## src/rtl/serial_adder_pkg.sv

```systemverilog
// Shared types for the bit-serial add/subtract unit.
package serial_adder_pkg;

  typedef enum logic [1:0] {
    ST_IDLE  = 2'd0,
    ST_SHIFT = 2'd1,
    ST_DONE  = 2'd2
  } state_e;

endpackage

```

## src/rtl/serial_adder_full_adder.sv

```systemverilog
// Combinational one-bit full adder cell used by the serial datapath.
module full_adder (
  input  logic a,
  input  logic b,
  input  logic cin,
  output logic sum,
  output logic cout
);

  always_comb begin
    sum  = a ^ b ^ cin;
    cout = (a & b) | (a & cin) | (b & cin);
  end

endmodule

```

## src/rtl/serial_adder.sv

```systemverilog
// Bit-serial WIDTH-bit add/subtract unit, LSB-first through one full adder.
// Optional abort port enabled by defining SERIAL_ADDER_ABORT_EN.
module serial_adder
  import serial_adder_pkg::*;
#(
  parameter int unsigned WIDTH = 32
) (
  input  logic             clk,
  input  logic             rst_n,
  input  logic             start,
  input  logic             sub,
  input  logic [WIDTH-1:0] a,
  input  logic [WIDTH-1:0] b,
  output logic             ready,
  output logic             done,
  output logic [WIDTH-1:0] result,
  output logic             carry_out,
  output logic             overflow
`ifdef SERIAL_ADDER_ABORT_EN
  ,
  input  logic             abort
`endif
);

  localparam int unsigned CW = $clog2(WIDTH);

  state_e             state_q, state_d;
  logic [WIDTH-1:0]   a_sr_q, a_sr_d;
  logic [WIDTH-1:0]   b_sr_q, b_sr_d;
  logic [WIDTH-2:0]   res_sr_q, res_sr_d;
  logic               sub_q, sub_d;
  logic               carry_q, carry_d;
  logic [CW-1:0]      count_q, count_d;
  logic [WIDTH-1:0]   result_q, result_d;
  logic               carry_out_q, carry_out_d;
  logic               overflow_q, overflow_d;

  logic               fa_sum, fa_cout;
  logic               last_bit;
  logic               abort_hit;
  logic [WIDTH-1:0]   shifted;

  full_adder u_fa (
    .a    (a_sr_q[0]),
    .b    (b_sr_q[0] ^ sub_q),
    .cin  (carry_q),
    .sum  (fa_sum),
    .cout (fa_cout)
  );

`ifdef SERIAL_ADDER_ABORT_EN
  assign abort_hit = abort;
`else
  assign abort_hit = 1'b0;
`endif

  assign last_bit = (count_q == CW'(WIDTH - 1));
  // The final sum bit never needs to sit in the shift register; it goes straight into result.
  assign shifted  = {fa_sum, res_sr_q};

  always_comb begin
    state_d     = state_q;
    a_sr_d      = a_sr_q;
    b_sr_d      = b_sr_q;
    res_sr_d    = res_sr_q;
    sub_d       = sub_q;
    carry_d     = carry_q;
    count_d     = count_q;
    result_d    = result_q;
    carry_out_d = carry_out_q;
    overflow_d  = overflow_q;

    case (state_q)
      ST_IDLE: begin
        if (start) begin
          state_d = ST_SHIFT;
          a_sr_d  = a;
          b_sr_d  = b;
          sub_d   = sub;
          carry_d = sub;
          count_d = '0;
        end
      end
      ST_SHIFT: begin
        if (abort_hit) begin
          state_d = ST_IDLE;
        end else begin
          a_sr_d   = a_sr_q >> 1;
          b_sr_d   = b_sr_q >> 1;
          res_sr_d = shifted[WIDTH-1:1];
          carry_d  = fa_cout;
          if (last_bit) begin
            state_d     = ST_DONE;
            result_d    = shifted;
            carry_out_d = fa_cout;
            overflow_d  = carry_q ^ fa_cout;
          end else begin
            count_d = count_q + CW'(1);
          end
        end
      end
      ST_DONE: state_d = ST_IDLE;
      default: state_d = ST_IDLE;
    endcase
  end

  always_ff @(posedge clk or negedge rst_n) begin
    if (!rst_n) begin
      state_q     <= ST_IDLE;
      a_sr_q      <= '0;
      b_sr_q      <= '0;
      res_sr_q    <= '0;
      sub_q       <= 1'b0;
      carry_q     <= 1'b0;
      count_q     <= '0;
      result_q    <= '0;
      carry_out_q <= 1'b0;
      overflow_q  <= 1'b0;
    end else begin
      state_q     <= state_d;
      a_sr_q      <= a_sr_d;
      b_sr_q      <= b_sr_d;
      res_sr_q    <= res_sr_d;
      sub_q       <= sub_d;
      carry_q     <= carry_d;
      count_q     <= count_d;
      result_q    <= result_d;
      carry_out_q <= carry_out_d;
      overflow_q  <= overflow_d;
    end
  end

  assign ready     = (state_q == ST_IDLE);
  assign done      = (state_q == ST_DONE);
  assign result    = result_q;
  assign carry_out = carry_out_q;
  assign overflow  = overflow_q;

endmodule
```

## config.mk

```make
export PLATFORM = sky130hd
export DESIGN_NAME = serial_adder
export DESIGN_NICKNAME = d
export VERILOG_FILES = /design/src/rtl/serial_adder_pkg.sv /design/src/rtl/serial_adder_full_adder.sv /design/src/rtl/serial_adder.sv
export SDC_FILE = /design/constraint.sdc
export NUM_CORES = 1
export LEC_CHECK = 0
export CAP_MARGIN = 40
export CORE_UTILIZATION = 52
export CTS_CLUSTER_DIAMETER = 40
export DETAILED_ROUTE_END_ITERATION = 12
export PLACE_DENSITY_LB_ADDON = 0.1
export RECOVER_POWER = 25
export SYNTH_ARGS = -nofsm -noshare
export SYNTH_HDL_FRONTEND = slang
export SYNTH_HIERARCHICAL = 1
export SYNTH_SLANG_ARGS = --single-unit
```

## constraint.sdc

```tcl
create_clock -name clk -period 2.3 [get_ports clk]
set_input_delay 0.46 -clock clk [delete_from_list [all_inputs] [get_ports clk]]
set_output_delay 0.46 -clock clk [all_outputs]
set_load 0.02 [all_outputs]
```

==> results of run 1 <==
stage by stage:
stage / power (W) / utilization, % / std cells
finish: 0.0107 / 70.7 / 719
detailed placement: 0.00768 / 64.6 / 686
floorplan: 0.00652 / - / 461
global placement: 0.00748 / 64.6 / 686
global route: 0.0113 / 70.7 / 719
CTS: 0.0108 / 70.8 / 719
layout make-up:
type | count | area share [%]
Sequential cell | 138 | 45.1
Multi-Input combinational cell | 289 | 27.9
Timing Repair Buffer | 118 | 15.9
Clock buffer | 22 | 5.91
Clock inverter | 10 | 2.79
Tap cell | 140 | 2.29
Inverter | 2 | 0.0980
power breakdown:
| group | internal, W | switching (W) | leakage, nW |
|---|---|---|---|
| Sequential | 0.00351 | 0.000640 | 1.75 |
| Combinational | 0.00179 | 0.00168 | 1.44 |
| Clock | 0.00204 | 0.000995 | 0.320 |
timing repair:
action | CTS | global route
hold buffers | 1 | 0
hold endpoints to repair | 61 | 0
buffers inserted | 0 | 0
cell families after synthesis:
family	count (synthesis)	synth area share (%)
AO/OA/AOI/OAI	104	10.9
XOR/XNOR	2	0.302
adder cells (fa/ha/maj)	3	0.776
buffers and inverters	34	3.84
flip-flops	138	59.5
multiplexers	100	18.7
AND/OR/NAND/NOR	80	5.93
worst paths after layout:
check / end / cells past startpoint
setup / recovery: done / 2
hold / removal: b_sr_q[29] / 2
setup reg to reg: count_q[3] / 6
hold reg to reg: b_sr_q[29] / 2
max in group asynchronous: result[15] / 3
min in group asynchronous: result[20] / 2
cell usage in the layout (no fill, tap or decap):
master	count
ha_1	2
nor2b_1	5
nand2_1	63
mux2_1	56
clkdlybuf4s50_1	102
xor2_1	1
inv_1	2
fa_1	1
clkbuf_1	3
nand3b_1	1
nand3_1	1
a22oi_1	32
nor2_1	3
a21o_1	1
mux2i_1	32
o21ai_0	29
dlygate4sd3_1	1
nor2b_4	1
bufinv_16	6
buf_6	1
a22o_1	4
o21ai_1	35
buf_4	7
nand2b_1	3
o21bai_4	1
clkinv_4	3
clkinvlp_4	1
mux2_2	12
clkbuf_2	1
clkbuf_16	16
a211oi_2	1
nor2b_2	1
dfrtp_1	138
buf_12	6
clkbuf_8	3
nor3b_2	1
and3_1	1
xnor2_1	1
a21oi_1	1
registers in the layout, summed over array words and instances, names as in the netlist:
register,cells
a_sr_q,32
state_q,2
res_sr_q,31
count_q,5
carry_q,1
b_sr_q,32
overflow,1
sub_q,1
carry_out,1
result,32
routing by layer:
metal	global-route usage [%]	wire, um
met5	0	0
met4	9.30	244
met3	4.96	439
met2	36.6	5720
met1	27.0	4820
worst max-delay path, stage by stage, from the launching register on:
cell	delay (ns)
dfrtp_1	0.44
nor2b_1	0.15
clkdlybuf4s50_1	0.64
==> metrics.csv, run 1 <==
stage,metric,value,unit
logic_synthesis,mappedNetlistNets,532,
sta,tns,0,ns
clocking,cts.sinks,138,
critical_path,crit_start,state_q[0],
power,max-vdd-ir-drop,657,uV
logic_synthesis,syn_avg_cell_area,12.6,um2
grt,grt_use_total,21.8,%
cells_and_area,multiInputGateArea,2140,um2
cells_and_area,n_antenna_cell,0,
sta,relSlewSlack,-6.77,%
clocking,clk_latency,0.51,ns
placement,pre_cts_ws,0.360,ns
route,vias,3847,
route,firstDrtPassIters,4,
logic_synthesis,yosysMostFrequentCell,dfrtp_1,
placement,post-dp-hpwl,7.31,mm
cells_and_area,final_nets,637,
critical_path,critPathKind,reg2out,
critical_path,required,1.84,ns
cells_and_area,fill_cells,790,
logic_synthesis,synth_edf_count,0,
route,ant_nets,0,
power,leakage,3.51,nW
critical_path,critPathLaunchType,flop,
run_status,outcome,"finished, violations left",
run_status,failed_checks,"max-capacitance violations, max-slew violations",
route,wl_per_cell,15.6,um
critical_path,r2r-start,count_q[0],
hold_path,hold_path.startpoint,b_sr_q[29],
sta,worst_pin_slew,1.60,ns
sta,fin_skew,0.00716,ns
logic_synthesis,synth_area,5800,um2
critical_path,cp_max_fo,7,
clocking,clkTransAtPathRegs,0.06,ns
placement,gp_congestion,0.726,
floorplan,rows,38,
floorplan,die_w,108,um
logic_synthesis,synth_warnings,6,
cells_and_area,seq_area,3450,um2
hold_path,hold_class,reg2reg,
logic_synthesis,syn_inst,461,
floorplan,pin_count,104,
sta,finalMaxSlewViolations,64,
sta,setup_viol,0,
cells_and_area,stdcell_area,7660,um2
power,p_per_area,1390,nW/um2
grt,grt_pass1_vias,4022,
sta,layout_setup_ws,0.0972,ns
route,drt-initial-drc-count,254,
floorplan,dieArea,11600,um2
critical_path,cp.arrival,1.74,ns
clocking,numCtsBuffers,17,
logic_synthesis,async_reset_ff_share,100,%
logic_synthesis,netlist_top_cells_area,"dfrtp_1 (60%), mux2_1 (11%), mux2i_1 (5.5%)",
sta,grt_setup_unrepaired,no,
logic_synthesis,yosys_register_bits,138,
grt,grt_max_degree,65,
sta,fin_hold_ws,0.476,ns
route,drcViolationCount,0,
sta,finalHoldViolCount,0,
critical_path,r2r_setup_slack,0.40,ns
logic_synthesis,synth-main-ff-cell,dfrtp_1,
clocking,cts_tree,done,
logic_synthesis,seq_area_frac_synth,59.5,%
grt,grt_pass1_wl,19.3,mm
placement,place_area,7000,um2
critical_path,endpoint_kind,primary output,
sta,layout_min_cycle_time,2.20,ns
route,routed_via_density,5.35,
sta,fmax,0.454,GHz
floorplan,dieHeight,108,um
flow_run,cap_violations,1,
sta,finalCritPeriodShare,95.8,%
clocking,clk_path_buf_depth,2,
logic_synthesis,netlist_top_cells_count,"dfrtp_1 (138), nand2_1 (63), mux2_1 (56)",
clocking,clockRootBuffer,clkbuf_8,
grt,antenna_found_initial,0,
logic_synthesis,yosysTopAreaCell,dfrtp_1,
placement,portBuffers,103,
cells_and_area,drive_gt1_share,10.5,%
floorplan,fp.coreArea,10800,um2
clocking,cts-htree-levels,4,
cells_and_area,area_delta_synth_final,32.1,%
route,wirelength,11.2,mm
floorplan,initial_core_util,53.5,%
grt,grt.overflow.total,0,
clocking,cts_resized,0,
logic_synthesis,yosysTopAreaCellShare,59.5,%
logic_synthesis,synthDistinctLibCells,31,
Power figures use the tool's default switching activity.
==> inputs of run 2 (changes only) <==
--- a/config.mk
+++ b/config.mk
@@ -15,3 +15,4 @@
 export SYNTH_HDL_FRONTEND = slang
 export SYNTH_HIERARCHICAL = 1
 export SYNTH_SLANG_ARGS = --single-unit
+export TNS_END_PERCENT = 1
==> results of run 2 <==
Final layout, timing and power as in run 1 (identical DEF).
